--- config.mk ---
export PLATFORM = sky130hd
export DESIGN_NAME = switch_allocator
export DESIGN_NICKNAME = d
export VERILOG_FILES = /design/src/rtl/router_pkg.sv /design/src/rtl/rr_arbiter.sv /design/src/rtl/switch_allocator.sv
export SDC_FILE = /design/constraint.sdc
export NUM_CORES = 1
export LEC_CHECK = 0
export ABC_AREA = 1
export CORE_AREA = 2 2 146 148
export CTS_CLUSTER_SIZE = 40
export DETAILED_ROUTE_END_ITERATION = 12
export DIE_AREA = 0 0 148 150
export PLACE_DENSITY = 0.76
export SLEW_MARGIN = 20
export SYNTH_ARGS = -nofsm -noshare
export SYNTH_HDL_FRONTEND = slang
export SYNTH_SLANG_ARGS = --single-unit
--- constraint.sdc ---
create_clock -name clk -period 6.4 [get_ports clk]
set_clock_uncertainty 0.2 [all_clocks]
set_input_delay 0.96 -clock clk [delete_from_list [all_inputs] [get_ports clk]]
set_output_delay 0.96 -clock clk [all_outputs]
set_load 0.05 [all_outputs]
--- src/rtl/router_pkg.sv ---
// Shared router types: port identifiers and the per-output allocation state.
package router_pkg;

  localparam int NUM_OF_PORTS_BITS = 3;

  typedef enum logic [NUM_OF_PORTS_BITS-1:0] {
    LOCAL     = 3'd0,
    EAST      = 3'd1,
    WEST      = 3'd2,
    NORTH     = 3'd3,
    SOUTH     = 3'd4,
    NONE_PORT = 3'd7
  } PORT_t;

  typedef enum logic {
    FREE = 1'b0,
    BUSY = 1'b1
  } ALLOC_STATE_t;

endpackage

--- src/rtl/rr_arbiter.sv ---
// Round-robin arbiter: the first active request at or after the pointer wins.
module rr_arbiter #(
  parameter int N     = 5,
  parameter int PTR_W = $clog2(N)
) (
  input  logic [N-1:0]     i_req,
  input  logic [PTR_W-1:0] i_ptr,
  output logic [N-1:0]     o_grant
);

  int   idx;
  logic found;

  // Scan from the pointer, wrapping modulo N, and grant the first requester.
  always_comb begin
    o_grant = '0;
    found   = 1'b0;
    idx     = 0;
    for (int k = 0; k < N; k++) begin
      idx = (int'(i_ptr) + k) % N;
      if (!found && i_req[idx]) begin
        o_grant[idx] = 1'b1;
        found        = 1'b1;
      end
    end
  end

endmodule

--- src/rtl/switch_allocator.sv ---
// Per-output switch allocator: each output owns at most one input until that
// input signals its tail flit has been sent.
//
// state | meaning
// FREE  | output unallocated, may grant one counted request this cycle
// BUSY  | output owned by owner[o] until i_packet_done[owner[o]]
module switch_allocator
  import router_pkg::*;
#(
  parameter int NUM_OF_PORTS = 5,
  parameter int SEL_BITS     = $clog2(NUM_OF_PORTS)
) (
  input  logic                                   clk,
  input  logic                                   reset,
  input  logic [NUM_OF_PORTS-1:0]                i_switch_req,
  input  PORT_t [NUM_OF_PORTS-1:0]               i_req_port,
  input  logic [NUM_OF_PORTS-1:0]                i_packet_done,
  output logic [NUM_OF_PORTS-1:0]                o_switch_ack,
  output logic [NUM_OF_PORTS-1:0][SEL_BITS-1:0]  o_xbar_sel,
  output logic [NUM_OF_PORTS-1:0]                o_out_busy
);

  ALLOC_STATE_t              state_q  [NUM_OF_PORTS];
  logic [SEL_BITS-1:0]       owner_q  [NUM_OF_PORTS];
  logic [SEL_BITS-1:0]       rr_ptr_q [NUM_OF_PORTS];
  logic [NUM_OF_PORTS-1:0]   is_owner;
  logic [NUM_OF_PORTS-1:0]   req_mask [NUM_OF_PORTS];
  logic [NUM_OF_PORTS-1:0]   grant    [NUM_OF_PORTS];
  logic [SEL_BITS-1:0]       gnt_idx  [NUM_OF_PORTS];
  logic [SEL_BITS-1:0]       gnt_next [NUM_OF_PORTS];
  logic [NUM_OF_PORTS-1:0]   ack_next;

  // Inputs that already hold an output may not compete again.
  always_comb begin
    is_owner = '0;
    for (int o = 0; o < NUM_OF_PORTS; o++) begin
      if (state_q[o] == BUSY) is_owner[owner_q[o]] = 1'b1;
    end
  end

  // Counted requests per output; a BUSY output sees no requests so it cannot grant.
  always_comb begin
    for (int o = 0; o < NUM_OF_PORTS; o++) begin
      req_mask[o] = '0;
      for (int i = 0; i < NUM_OF_PORTS; i++) begin
        req_mask[o][i] = i_switch_req[i] && (i_req_port[i] != NONE_PORT) &&
                         (i_req_port[i] == NUM_OF_PORTS_BITS'(o)) &&
                         !is_owner[i] && (state_q[o] == FREE);
      end
    end
  end

  for (genvar g = 0; g < NUM_OF_PORTS; g++) begin : g_arb
    rr_arbiter #(
      .N     (NUM_OF_PORTS),
      .PTR_W (SEL_BITS)
    ) u_rr_arbiter (
      .i_req   (req_mask[g]),
      .i_ptr   (rr_ptr_q[g]),
      .o_grant (grant[g])
    );
  end

  // Encode each one-hot grant and the pointer value that follows the winner.
  always_comb begin
    ack_next = '0;
    for (int o = 0; o < NUM_OF_PORTS; o++) begin
      gnt_idx[o]  = '0;
      gnt_next[o] = '0;
      ack_next    = ack_next | grant[o];
      for (int i = 0; i < NUM_OF_PORTS; i++) begin
        if (grant[o][i]) begin
          gnt_idx[o]  = SEL_BITS'(i);
          gnt_next[o] = (i == NUM_OF_PORTS - 1) ? '0 : SEL_BITS'(i + 1);
        end
      end
    end
  end

  // Per-output FREE/BUSY FSM with owner, round-robin pointer and ack pulse.
  always_ff @(posedge clk or posedge reset) begin
    if (reset) begin
      o_switch_ack <= '0;
      for (int o = 0; o < NUM_OF_PORTS; o++) begin
        state_q[o]  <= FREE;
        owner_q[o]  <= '0;
        rr_ptr_q[o] <= '0;
      end
    end else begin
      o_switch_ack <= ack_next;
      for (int o = 0; o < NUM_OF_PORTS; o++) begin
        case (state_q[o])
          FREE: begin
            if (|grant[o]) begin
              state_q[o]  <= BUSY;
              owner_q[o]  <= gnt_idx[o];
              rr_ptr_q[o] <= gnt_next[o];
            end
          end
          BUSY: begin
            if (i_packet_done[owner_q[o]]) begin
              state_q[o] <= FREE;
              owner_q[o] <= '0;
            end
          end
          default: state_q[o] <= FREE;
        endcase
      end
    end
  end

  // Busy flag and crossbar select follow the FSM; select reads 0 while FREE.
  always_comb begin
    for (int o = 0; o < NUM_OF_PORTS; o++) begin
      o_out_busy[o] = (state_q[o] == BUSY);
      o_xbar_sel[o] = (state_q[o] == BUSY) ? owner_q[o] : '0;
    end
  end

endmodule

==> impl_metrics.env <==
export IMPL_outcome="finished clean"
export IMPL_ff2ff_setup_slack_ns=1.10
export IMPL_cts_resized=0
export IMPL_cts_tree="built"
export IMPL_ys_types=62
export IMPL_drive_gt1_share_pct=8.93
export IMPL_cts_buffers=5
export IMPL_synthArstFlopShare_pct=100
export IMPL_period_needed_ns=5.30
export IMPL_start_kind="flop"
export IMPL_rows=53
export IMPL_ys_top_cells_by_area="nand2_1 (17%), ha_1 (15%), inv_1 (11%)"
export IMPL_cts_sinks=40
export IMPL_fill_cells=2018
export IMPL_critPathMaxFanout=19
export IMPL_dieArea_um2=22200
export IMPL_synth_top_area_cell="nand2_1"
export IMPL_io_pins=52
export IMPL_critPathCapture="owner_q[11]"
export IMPL_syn_inst=2156
export IMPL_track_usage_pct=29.6
export IMPL_hp_class="flop to flop"
export IMPL_crit_start="rr_ptr_q[9]"
export IMPL_tightest_slew_ns=0.844
export IMPL_wl_per_cell_um=13.6
export IMPL_max_slew_margin_rel_pct=43.3
export IMPL_grt_overflow=0
export IMPL_finalNetCount=2369
export IMPL_area_growth_pct=7.48
export IMPL_drv_cap=0
export IMPL_dieWidth_um=148
export IMPL_tns_ns=0
export IMPL_grt_max_degree=41
export IMPL_gp_congestion=0.986
export IMPL_yosysSeqAreaShare_pct=8.20
export IMPL_slowest_stage="dfrtp_1"
export IMPL_max_freq_mhz=189
export IMPL_insertedDiodeCount=0
export IMPL_antenna_found_initial=0
export IMPL_drcViolationCount=0
export IMPL_dp_hpwl_um=27700
export IMPL_io_buffers=51
export IMPL_netlist_area_um2=12200
export IMPL_ant_nets=0
export IMPL_die_h_um=150
export IMPL_yosys_warnings=0
export IMPL_post_cts_buffers=0
export IMPL_core_um2=20700
export IMPL_totalWireLength_um=33600
export IMPL_grt_pass1_wl_um=55100
export IMPL_clock_latency_ns=0.28
export IMPL_ys_top_cells_by_count="nand2_1 (547), inv_1 (354), nor2_1 (265), nand3_1 (195), ha_1 (147)"
export IMPL_setup_viol=0
export IMPL_drv_slew=0
export IMPL_rsz0062_at_grt="false"
export IMPL_cp_end_kind="flop"
export IMPL_worstRegToRegCells=25
export IMPL_finalCritPeriodShare_pct=82.8
export IMPL_vias_per_cell=5.44
export IMPL_h_tree_depth=2
export IMPL_r2r_start="rr_ptr_q[9]"
export IMPL_r2r_end="owner_q[11]"
export IMPL_crit_type="flop to flop"
export IMPL_synth_most_common_cell="nand2_1"
export IMPL_drt_iter0_markers=942
export IMPL_synth_flop_cell="dfrtp_1"
export IMPL_synth_area_per_cell_um2=5.66
export IMPL_first_global_vias=11700
export IMPL_clk_root_buffer_cell="clkbuf_16"
export IMPL_synth_edf_count=0
export IMPL_holdBufCountCts=0
export IMPL_clockBufferDepth=2
export IMPL_yosys_register_bits=40
export IMPL_required_ns=6.42
export IMPL_critical_path_max_stage_delay_ns=0.73
export IMPL_start_util_pct=59.0
export IMPL_syn_nets=2331
export IMPL_firstDrtPassIters=6
export IMPL_crit_arrival_ns=5.31
export IMPL_hold_ws_ns=0.371
export IMPL_hold_viol_final=0
export IMPL_via_count=13400
export IMPL_synth_top_area_share_pct=16.8
export IMPL_clkTransAtPathRegs_ns=0.06
critical path: cells and delay by family (launching register included):
family | cells | cell delay (ns)
flops | 1 | 0.73
buf+inv | 3 | 0.58
simple gates | 17 | 2.14
fa+ha+maj | 3 | 1.00
compound gates | 1 | 0.28
xor+xnor | 1 | 0.30
cell families after synthesis:
family	synth area share [%]
XOR/XNOR	3.67
AND/OR/NAND/NOR	48.0
AO/OA/AOI/OAI	11.9
buffers and inverters	13.0
flip-flops	8.20
adder cells (fa/ha/maj)	15.2
worst min path at each step:
stage	from	endpoint	slack [ns]	cells past startpoint
2_1_floorplan	owner_q[4]	owner_q[4]	0.31	2
3_3_place_gp	owner_q[5]	owner_q[5]	0.34	2
3_5_place_dp	owner_q[5]	owner_q[5]	0.35	2
4_1_cts	owner_q[5]	owner_q[5]	0.36	2
5_1_grt	owner_q[13]	owner_q[13]	0.41	2
6_report	owner_q[8]	owner_q[8]	0.37	2
area by class of cell:
type                       instances  area [um^2]  share of cell area, %
multi-input combinational       1705         9620                   73.3
inverter                         386         1450                   11.1
sequential                        40         1000                   7.63
timing repair buffer              56          548                   4.18
tap                              275          344                   2.62
clock buffer                       7          153                   1.16
registers in the layout, summed over array words and instances (netlist names):
register,count
o_out_busy,5
rr_ptr_q,15
owner_q,15
o_switch_ack,5
metal layers:
layer | GRT usage (%) | vias up | share of wire [%]
met5 | 0 | - | 0
met4 | 7.24 | 0 | 2.3
met3 | 2.53 | 40 | 6.3
met2 | 49.1 | 416 | 44
met1 | 41.7 | 6005 | 47
li1 | - | 6979 | -
cell usage in the layout (no fill, tap or decap), types with 6 or more instances in the layout:
cell,count
nand3_1,195
nand2_4,7
nand3b_1,11
nor2_4,10
o21ai_1,21
and2_1,6
nor2_2,18
o211ai_1,18
nand3_2,16
nor4_1,13
inv_2,29
xor2_2,6
xor2_1,35
dfrtp_1,40
nand2_2,53
clkdlybuf4s50_1,51
o21ai_2,13
ha_1,147
o22ai_1,10
o31ai_1,7
inv_1,353
a21oi_1,54
nor2_1,265
or2_2,13
nor3_1,50
nand4_1,58
o21a_1,6
nand2_1,547
o21ai_0,73
per-stage QoR:
step	cell area [um^2]	cells	setup slack, ns	util (%)
2_1_floorplan	12200	2156	2.02	-
3_3_place_gp	13000	2462	1.27	62.7
3_5_place_dp	13000	2462	1.13	62.7
4_1_cts	13100	2469	1.08	63.4
5_1_grt	13100	2469	0.345	63.4
6_report	13100	2469	1.10	63.4
Power is left out: the tool's default activity adds up to more than one toggle a clock period on the data nets, which glitch-free logic cannot reach.
